--- config.mk ---
export PLATFORM = sky130hd
export DESIGN_NAME = mips_datapath_pc_fetch
export DESIGN_NICKNAME = d
export VERILOG_FILES = /design/src/rtl/mips_datapath_pc_fetch_pkg.sv /design/src/rtl/mips_datapath_pc_fetch_target.sv /design/src/rtl/mips_datapath_pc_fetch.sv
export SDC_FILE = /design/constraint.sdc
export NUM_CORES = 1
export LEC_CHECK = 0
export CAP_MARGIN = 30
export CORE_MARGIN = 3
export CORE_UTILIZATION = 25
export DETAILED_ROUTE_END_ITERATION = 8
export PLACE_DENSITY = 0.57
export SYNTH_ARGS = -nofsm -noshare
export SYNTH_HDL_FRONTEND = slang
export SYNTH_SLANG_ARGS = --single-unit
--- constraint.sdc ---
create_clock -name clock -period 4.25 [get_ports clock]
set_input_delay 0.85 -clock clock [delete_from_list [all_inputs] [get_ports clock]]
set_output_delay 0.85 -clock clock [all_outputs]
set_load 0.03 [all_outputs]
--- src/rtl/mips_datapath_pc_fetch_pkg.sv ---
// Shared definitions for the PC / fetch-request stage: action encoding,
// fetch state constants and the reset vector.
package mips_datapath_pc_fetch_pkg;

    // PC action resolved in EX (existing datapath encoding)
    typedef enum logic [1:0] {
        ACT_INC      = 2'd0,
        ACT_BRANCH   = 2'd1,
        ACT_JUMP     = 2'd2,
        ACT_REGISTER = 2'd3
    } pc_action_t;

    // Fetch state: RUN fetches normally, PENDING waits to apply a latched redirect
    localparam int unsigned  STATE_W    = 1;
    localparam logic [0:0]   ST_RUN     = 1'b0;
    localparam logic [0:0]   ST_PENDING = 1'b1;

    localparam logic [31:0]  RESET_VECTOR = 32'h0040_0000;

endpackage

--- src/rtl/mips_datapath_pc_fetch_target.sv ---
// Combinational redirect-target mux for Branch / Jump / Register actions.
// Kept separate so a future branch-prediction check can reuse it.
module mips_datapath_pc_fetch_target
    import mips_datapath_pc_fetch_pkg::*;
(
    input  logic [1:0]  action,
    input  logic [31:0] ex_pc_inc,
    input  logic [31:0] ex_offset,
    input  logic [25:0] ex_target,
    input  logic [31:0] ex_register,
    output logic [31:0] target
);

    // Select the redirect address; Inc has no target, PC+4 is a harmless default
    always_comb begin
        target = ex_pc_inc;
        case (action)
            ACT_BRANCH:   target = ex_pc_inc + {ex_offset[29:0], 2'b00};
            ACT_JUMP:     target = {ex_pc_inc[31:28], ex_target, 2'b00};
            ACT_REGISTER: target = ex_register;
            default:      target = ex_pc_inc;
        endcase
    end

endmodule

--- src/rtl/mips_datapath_pc_fetch.sv ---
// PC register and fetch-request stage. Holds the fetch address across
// instruction-memory wait states and latches a redirect that arrives while
// a fetch is outstanding, applying it once memory completes.
module mips_datapath_pc_fetch
    import mips_datapath_pc_fetch_pkg::*;
(
    input  logic        clock,
    input  logic        reset,
    input  logic [1:0]  action,
    input  logic [31:0] ex_pc_inc,
    input  logic [31:0] ex_offset,
    input  logic [25:0] ex_target,
    input  logic [31:0] ex_register,
    input  logic        stall,
    input  logic        imem_ready,
    output logic [31:0] pc,
    output logic        pc_valid,
    output logic [31:0] pc_inc,
    output logic        flush
);

    logic [STATE_W-1:0] state;
    logic [31:0]        pending;
    logic [31:0]        target;
    logic               redirect;

    mips_datapath_pc_fetch_target u_target (
        .action      (action),
        .ex_pc_inc   (ex_pc_inc),
        .ex_offset   (ex_offset),
        .ex_target   (ex_target),
        .ex_register (ex_register),
        .target      (target)
    );

    // Redirect request, fetch handshake and squash of younger stages
    always_comb begin
        redirect = (action != ACT_INC);
        pc_valid = !reset;
        pc_inc   = pc + 32'd4;
        flush    = !reset && (redirect || ((state == ST_PENDING) && imem_ready));
    end

    // PC / pending-target update; pc only moves on an accepted fetch or reset
    always_ff @(posedge clock) begin
        if (reset) begin
            pc      <= RESET_VECTOR;
            state   <= ST_RUN;
            pending <= 32'd0;
        end else begin
            case (state)
                ST_RUN: begin
                    if (redirect) begin
                        if (imem_ready) begin
                            pc <= target;
                        end else begin
                            pending <= target;
                            state   <= ST_PENDING;
                        end
                    end else if (!stall && imem_ready) begin
                        pc <= pc + 32'd4;
                    end
                end
                ST_PENDING: begin
                    if (imem_ready) begin
                        pc    <= redirect ? target : pending;
                        state <= ST_RUN;
                    end else if (redirect) begin
                        pending <= target;
                    end
                end
                default: begin
                    state <= ST_RUN;
                end
            endcase
        end
    end

endmodule

==> impl_metrics.yaml, run 1 <==
sta:
  holdWs_ps: 495
  finClkSkew_ps: 5.35
  hold_violations: 0
  rsz0062_at_grt: "false"
  setup_viol: 0
  fin_crit_ps: 3980
  fmax_ghz: 0.251
  slew_violations: 0
  tns_ps: 0
  max_slew_margin_pct: 41.7
  period_share_pct: 93.6
  tightestPinTransition_ps: 873
finish:
  diodes: 0
  syn_to_final_growth_pct: 45.0
  fillCellCount: 2308
  final_common_cell: "clkdlybuf4s50_1"
  layout_common_cells: "clkdlybuf4s50_1, a21oi_1, dfxtp_1, nor2_1, o21ai_0"
  drive_above_1_share_pct: 12.0
  finalInstanceArea_mm2: 0.00811
  nets: 1044
drt:
  wl_per_cell_um: 17.5
  drc_errors: 0
  num_vias: 6008
  vias_per_cell: 5.14
  firstDrtPassIters: 6
  antenna_left: 0
  finalWirelength_mm: 20.5
  drtIter0Drc: 481
pwr:
  powerDensity_mw_per_mm2: 282
  ir_drop_uv: 180
  fin_total_pwr_w: 0.00229
  p_leak_nw: 3.15
status:
  status: "completed"
setup_path:
  critPathArrivalTime_ps: 3130
  cp_slowest_cell: "clkdlybuf4s50_1"
  max_stage_delay_ps: 690
  ff2ff_path_depth: 9
  cp-start-kind: "flop"
  critPathRequiredTime_ps: 3400
  cp_cell_sequence: "nand4_2, or3_4, nor2_2, and2_2, nand2_1, nor2_1, xor2_1, clkdlybuf4s50_1"
  worst-path-max-fanout: 7
  timing.critical_path.from: "pc[9]$_SDFFE_PP0P_"
  r2r_start: "pc[9]$_SDFFE_PP0P_"
  cp-end-kind: "primary output"
  path_class: "reg -> out"
grt:
  gr-total-overflow: 0
  antenna_found_initial: 0
  grt_pass1_vias: 5842
  grt_max_degree: 41
  grt_usage_pct: 16.4
  grt_pass1_wl_mm: 32.0
clocking:
  cts_resized: 0
  cts-root-buf: "clkbuf_16"
  htree_levels: 3
  cts_tree: "done"
  clkSlewWorstSetupHoldPaths_ps: 50
  insertion_delay_ps: 330
  ctsHoldBuffers: 0
  postCtsSetupBuffers: 0
  clk_path_buf_depth: 2
  cts.sinks: 65
  cts_made_buffers: 9
die:
  io_pins: 194
  coreArea_mm2: 0.0219
  die_width_um: 156
  start_util_pct: 25.5
  dieHeight_um: 156
  rows: 54
  die_area_mm2: 0.0242
placed_design:
  hpwl_mm: 15.9
  gp_congestion: 0.835
  placement.io_buffers: 191
  placed_cell_area_mm2: 0.00783
yosys:
  synth.cell_area_mm2: 0.00559
  netlist-cell-type-count: 71
  synthFlopType: "dfxtp_1"
  yosysWarningCount: 0
  async_reset_ff_share_pct: 0
  ys_ff_latch: 65
  synth_fp_nets: 871
  syn_inst: 712
  synth_edf_count: 0
  avgSynthCellArea_um2: 7.85
  yosysSeqAreaShare_pct: 23.3
flow_run:
  maxCapViolations: 0
worst_hold_path:
  hold_start: "pending[21]$_SDFFE_PP0P_"
  min_path_type: "reg -> reg"
  min_path_cells: 2
==> routing by layer <==
metal  share of wire (%)  up-vias  track usage (%)
met4                0.54        0             2.04
li1                    -     3009                -
met5                   0        -                0
met1                  44     2803             21.4
met3                 6.1        8             3.03
met2                  50      188             29.1
==> cell usage after synthesis (5+ instances only) <==
library cell | instances | area [µm²]
nand4_1 | 9 | 56.3
a21oi_1 | 70 | 350
ha_1 | 30 | 375
o21ai_0 | 57 | 285
xor2_1 | 29 | 254
nand3_1 | 15 | 75.1
and3_1 | 15 | 93.8
a211oi_1 | 20 | 150
nand2_1 | 48 | 180
xnor2_1 | 22 | 193
buf_2 | 8 | 40.0
o21ai_1 | 6 | 30.0
dfxtp_1 | 65 | 1300
a31oi_1 | 14 | 87.6
a22oi_1 | 14 | 105
nor2b_1 | 7 | 43.8
nand2b_1 | 7 | 43.8
nor3_1 | 10 | 50.1
o21a_1 | 5 | 37.5
nor2_1 | 59 | 221
a21o_1 | 19 | 143
a222oi_1 | 14 | 140
a221oi_1 | 5 | 43.8
clkbuf_1 | 41 | 154
inv_1 | 10 | 37.5
mux2_2 | 34 | 383
==> area by class of cell <==
class / count / area [µm²] / area share, %
clock inverters: 3 / 15.0 / 0.185
well taps: 280 / 350 / 4.32
multi-input cells: 580 / 4030 / 49.7
inverters: 10 / 37.5 / 0.463
clock buffers: 13 / 260 / 3.21
flip-flops and latches: 65 / 1300 / 16.1
repair buffers: 219 / 2110 / 26.0
==> per-stage QoR <==
step,worst slack (ps),cells,util [%]
CTS,141,1170,37.0
detailed placement,128,1154,35.8
floorplan,882,712,-
global route,37.7,1170,37.0
finish,273,1170,37.0
global placement,158,1154,35.8
==> critical path: cells and delay by family (launching register included) <==
kind	cells	cell delay, ps
flip-flops	1	470
XOR/XNOR	1	200
buffers and inverters	1	690
AND/OR/NAND/NOR	6	1420
==> flip-flops by register name, indices dropped and copies added, names as in the netlist <==
name / cells
pc: 32
pending: 32
state: 1
==> cells by family after synthesis <==
family / count (synthesis) / share of synthesized area (%)
AO/OA/AOI/OAI: 270 / 32.3
XOR/XNOR: 52 / 8.28
adder cells (fa/ha/maj): 31 / 7.07
buffers and inverters: 67 / 4.90
flip-flops: 65 / 23.3
multiplexers: 36 / 7.21
AND/OR/NAND/NOR: 191 / 16.9
==> report_power, final <==
group | internal, W | total, W | switching (W)
sequential | 0.000660 | 0.000712 | 0.0000519
clock | 0.000424 | 0.000686 | 0.000262
combinational | 0.000417 | 0.000889 | 0.000472
total | 0.00150 | 0.00229 | 0.000786
==> final timing paths <==
path | endpoint | slack, ps
worst min register to register | pending[21]$_SDFFE_PP0P_ | 500
worst max-delay path | pc_inc[30] | 270
worst max register to register | pc[26]$_SDFFE_PP0P_ | 1700
worst min-delay path | pending[21]$_SDFFE_PP0P_ | 500
Note: power is estimated with default switching activity, not from simulation.
==> inputs of run 2 (changes only) <==
--- a/config.mk
+++ b/config.mk
@@ -9,7 +9,9 @@
 export CORE_MARGIN = 3
 export CORE_UTILIZATION = 25
 export DETAILED_ROUTE_END_ITERATION = 8
+export GPL_TIMING_DRIVEN = 0
 export PLACE_DENSITY = 0.57
 export SYNTH_ARGS = -nofsm -noshare
 export SYNTH_HDL_FRONTEND = slang
+export SYNTH_HIERARCHICAL = 1
 export SYNTH_SLANG_ARGS = --single-unit
==> run 2 against run 1 <==
  * Global-route usage is 0.82 points higher
  * Clock power is 6.6% higher
  * Via count increased by 11%
  * Critical path depth shrank 3
  * Critical endpoint is now flush
  * Largest cell class unchanged
==> impl_metrics.yaml, run 2 <==
sta:
  tns_ps: 0
  max_slew_margin_pct: 48.5
  setup_viol: 0
  fin_crit_ps: 4090
  slew_violations: 0
  fmax_ghz: 0.244
  tightestPinTransition_ps: 772
  period_share_pct: 96.3
  rsz0062_at_grt: "false"
  hold_violations: 0
  finClkSkew_ps: 8.44
  holdWs_ps: 451
yosys:
  synth_fp_nets: 943
  synthTopCellsByArea: "dfxtp_1, mux4_2, a21oi_1"
  synth_common_cells: "nand2_1, a21oi_1, dfxtp_1"
  synth_edf_count: 0
  synth.cell_area_mm2: 0.00605
  avgSynthCellArea_um2: 7.71
  syn_inst: 784
  yosysWarningCount: 6
  synth_top_area_share_pct: 21.5
  synth.most_common_cell: "nand2_1"
  ys_ff_latch: 65
  netlist-cell-type-count: 73
  synthFlopType: "dfxtp_1"
  yosysTopAreaCell: "dfxtp_1"
  async_reset_ff_share_pct: 0
  yosysSeqAreaShare_pct: 21.5
setup_path:
  ff2ff_path_depth: 7
  max_stage_delay_ps: 630
  critPathRequiredTime_ps: 3400
  reg2reg_slack_ps: 1850
  r2r-end: "pc[28]$_SDFFE_PP0P_"
  cp-start-kind: "input pin"
  path_class: "in -> out"
  r2r_start: "pc[2]$_SDFFE_PP0P_"
  cp_slowest_cell: "clkdlybuf4s50_1"
  critPathArrivalTime_ps: 3240
  worst-path-max-fanout: 10
  cp-end-kind: "primary output"
  cp_cell_sequence: "clkdlybuf4s50_1, clkbuf_1, clkbuf_1, a21oi_1, clkdlybuf4s50_1"
  critical-path-top-delay-family: "buffers and inverters"
  crit_buf_inv: 4
clocking:
  htree_levels: 3
  cts-root-buf: "clkbuf_16"
  cts_tree: "done"
  cts.sinks: 65
  ctsHoldBuffers: 0
  clkSlewWorstSetupHoldPaths_ps: 60
  clk_path_buf_depth: 2
  cts_made_buffers: 9
  insertion_delay_ps: 330
grt:
  antenna_found_initial: 0
  busiest_layer: "met2"
  grt_max_degree: 12
  use_met2_pct: 28.5
  grt_use_met3_pct: 2.59
  use_met1_pct: 23.8
  grt_pass1_wl_mm: 35.8
  gr-total-overflow: 0
  grt_usage_pct: 17.2
  grt_pass1_vias: 6438
die:
  dieHeight_um: 162
  die_width_um: 162
  rows: 56
  io_pins: 194
  start_util_pct: 25.6
  die_area_mm2: 0.0261
  coreArea_mm2: 0.0236
drt:
  finalWirelength_mm: 23.5
  vias_per_cell: 5.10
  drtIter0Drc: 394
  firstDrtPassIters: 5
  wl_per_cell_um: 17.9
  num_vias: 6698
  antenna_left: 0
  drc_errors: 0
placed_design:
  dp.cells: 1294
  hpwl_mm: 19.1
  gp_congestion: 0.893
  placement.io_buffers: 191
finish:
  post_layout_nonfiller_instances: 1314
  final_common_cell: "clkdlybuf4s50_1"
  nets: 1149
  layout_common_cells: "clkdlybuf4s50_1, nand2_1, a21oi_1, dfxtp_1, nand3_1"
  top_regs: "pc: 32 flops, pending: 32 flops, state: 1 flops"
  diodes: 0
  finalCoreUtilization_pct: 36.9
  drive_above_1_share_pct: 8.44
  syn_to_final_growth_pct: 44.0
pwr:
  powerDensity_mw_per_mm2: 277
  p_leak_nw: 3.20
  ir_drop_uv: 161
  fin_total_pwr_w: 0.00241
worst_hold_path:
  whs_endpoint: "pending[1]$_SDFFE_PP0P_"
  min_path_cells: 2
  min_path_type: "reg -> reg"
  hold_start: "pending[1]$_SDFFE_PP0P_"
status:
  status: "completed"
flow_run:
  maxCapViolations: 0
run 2: through the flow:
| stage | cell area, µm² | setup WS [ps] |
|---|---|---|
| after detailed placement | 8360 | -590 |
| after CTS | 8680 | 12.0 |
| final | 8710 | 158 |
| after floorplan | 6050 | 466 |
| after global routing | 8710 | 6.27 |
| after global placement | 8360 | -618 |
run 2: where the power goes:
part	switching [W]	total, W	internal, W	leakage (nW)
Combinational	0.000527	0.000970	0.000443	2.52
Clock	0.000280	0.000731	0.000451	0.146
Sequential	0.0000541	0.000714	0.000660	0.535
run 2: worst max path at each step:
stage                  from                  end  slack, ps  depth (start not counted)
5_1_grt        ex_pc_inc[9]  pc[28]$_SDFFE_PP0P_          6                         15
4_1_cts        ex_pc_inc[2]  pc[28]$_SDFFE_PP0P_         10                         16
3_5_place_dp   ex_pc_inc[2]  pc[28]$_SDFFE_PP0P_       -590                         16
6_report              reset                flush        160                          5
3_3_place_gp   ex_pc_inc[2]  pc[28]$_SDFFE_PP0P_       -620                         16
2_1_floorplan  ex_pc_inc[2]  pc[28]$_SDFFE_PP0P_        470                         15
run 2: metal layers:
layer,routed length (µm),up-vias
li1,-,3314
met1,10900,3134
met2,11000,236
met3,1430,14
met4,249,0
met5,0,-
run 2: tightest hold or removal path: stages (launching register included):
cell and delay, ps:
dfxtp_1 300, nand2_1 50, a21oi_1 50
run 2: cell type report:
type	instances	area, µm²
timing repair buffer	195	1950
clock buffer	10	229
sequential	65	1300
tap	319	399
multi-input combinational	646	4480
clock inverter	6	58.8
fill	2494	14900
buffer	54	224
inverter	19	71.3
run 2: cells by family (layout without fill, tap and decap cells):
logic type	Yosys count	in the layout	synth area share, %
buf+inv	73	284	4.82
xor+xnor	52	52	7.53
compound gates	238	238	25.2
fa+ha+maj	31	31	6.54
mux	28	28	10.0
simple gates	297	297	24.4
flops	65	65	21.5
run 2: repair_timing:
| action | 4_1_cts | 5_1_grt |
|---|---|---|
| setup buffers | 3 | 1 |
| pin swaps | 4 | 11 |
| setup endpoints to repair | 5 | 3 |
| resized for setup | 7 | 6 |
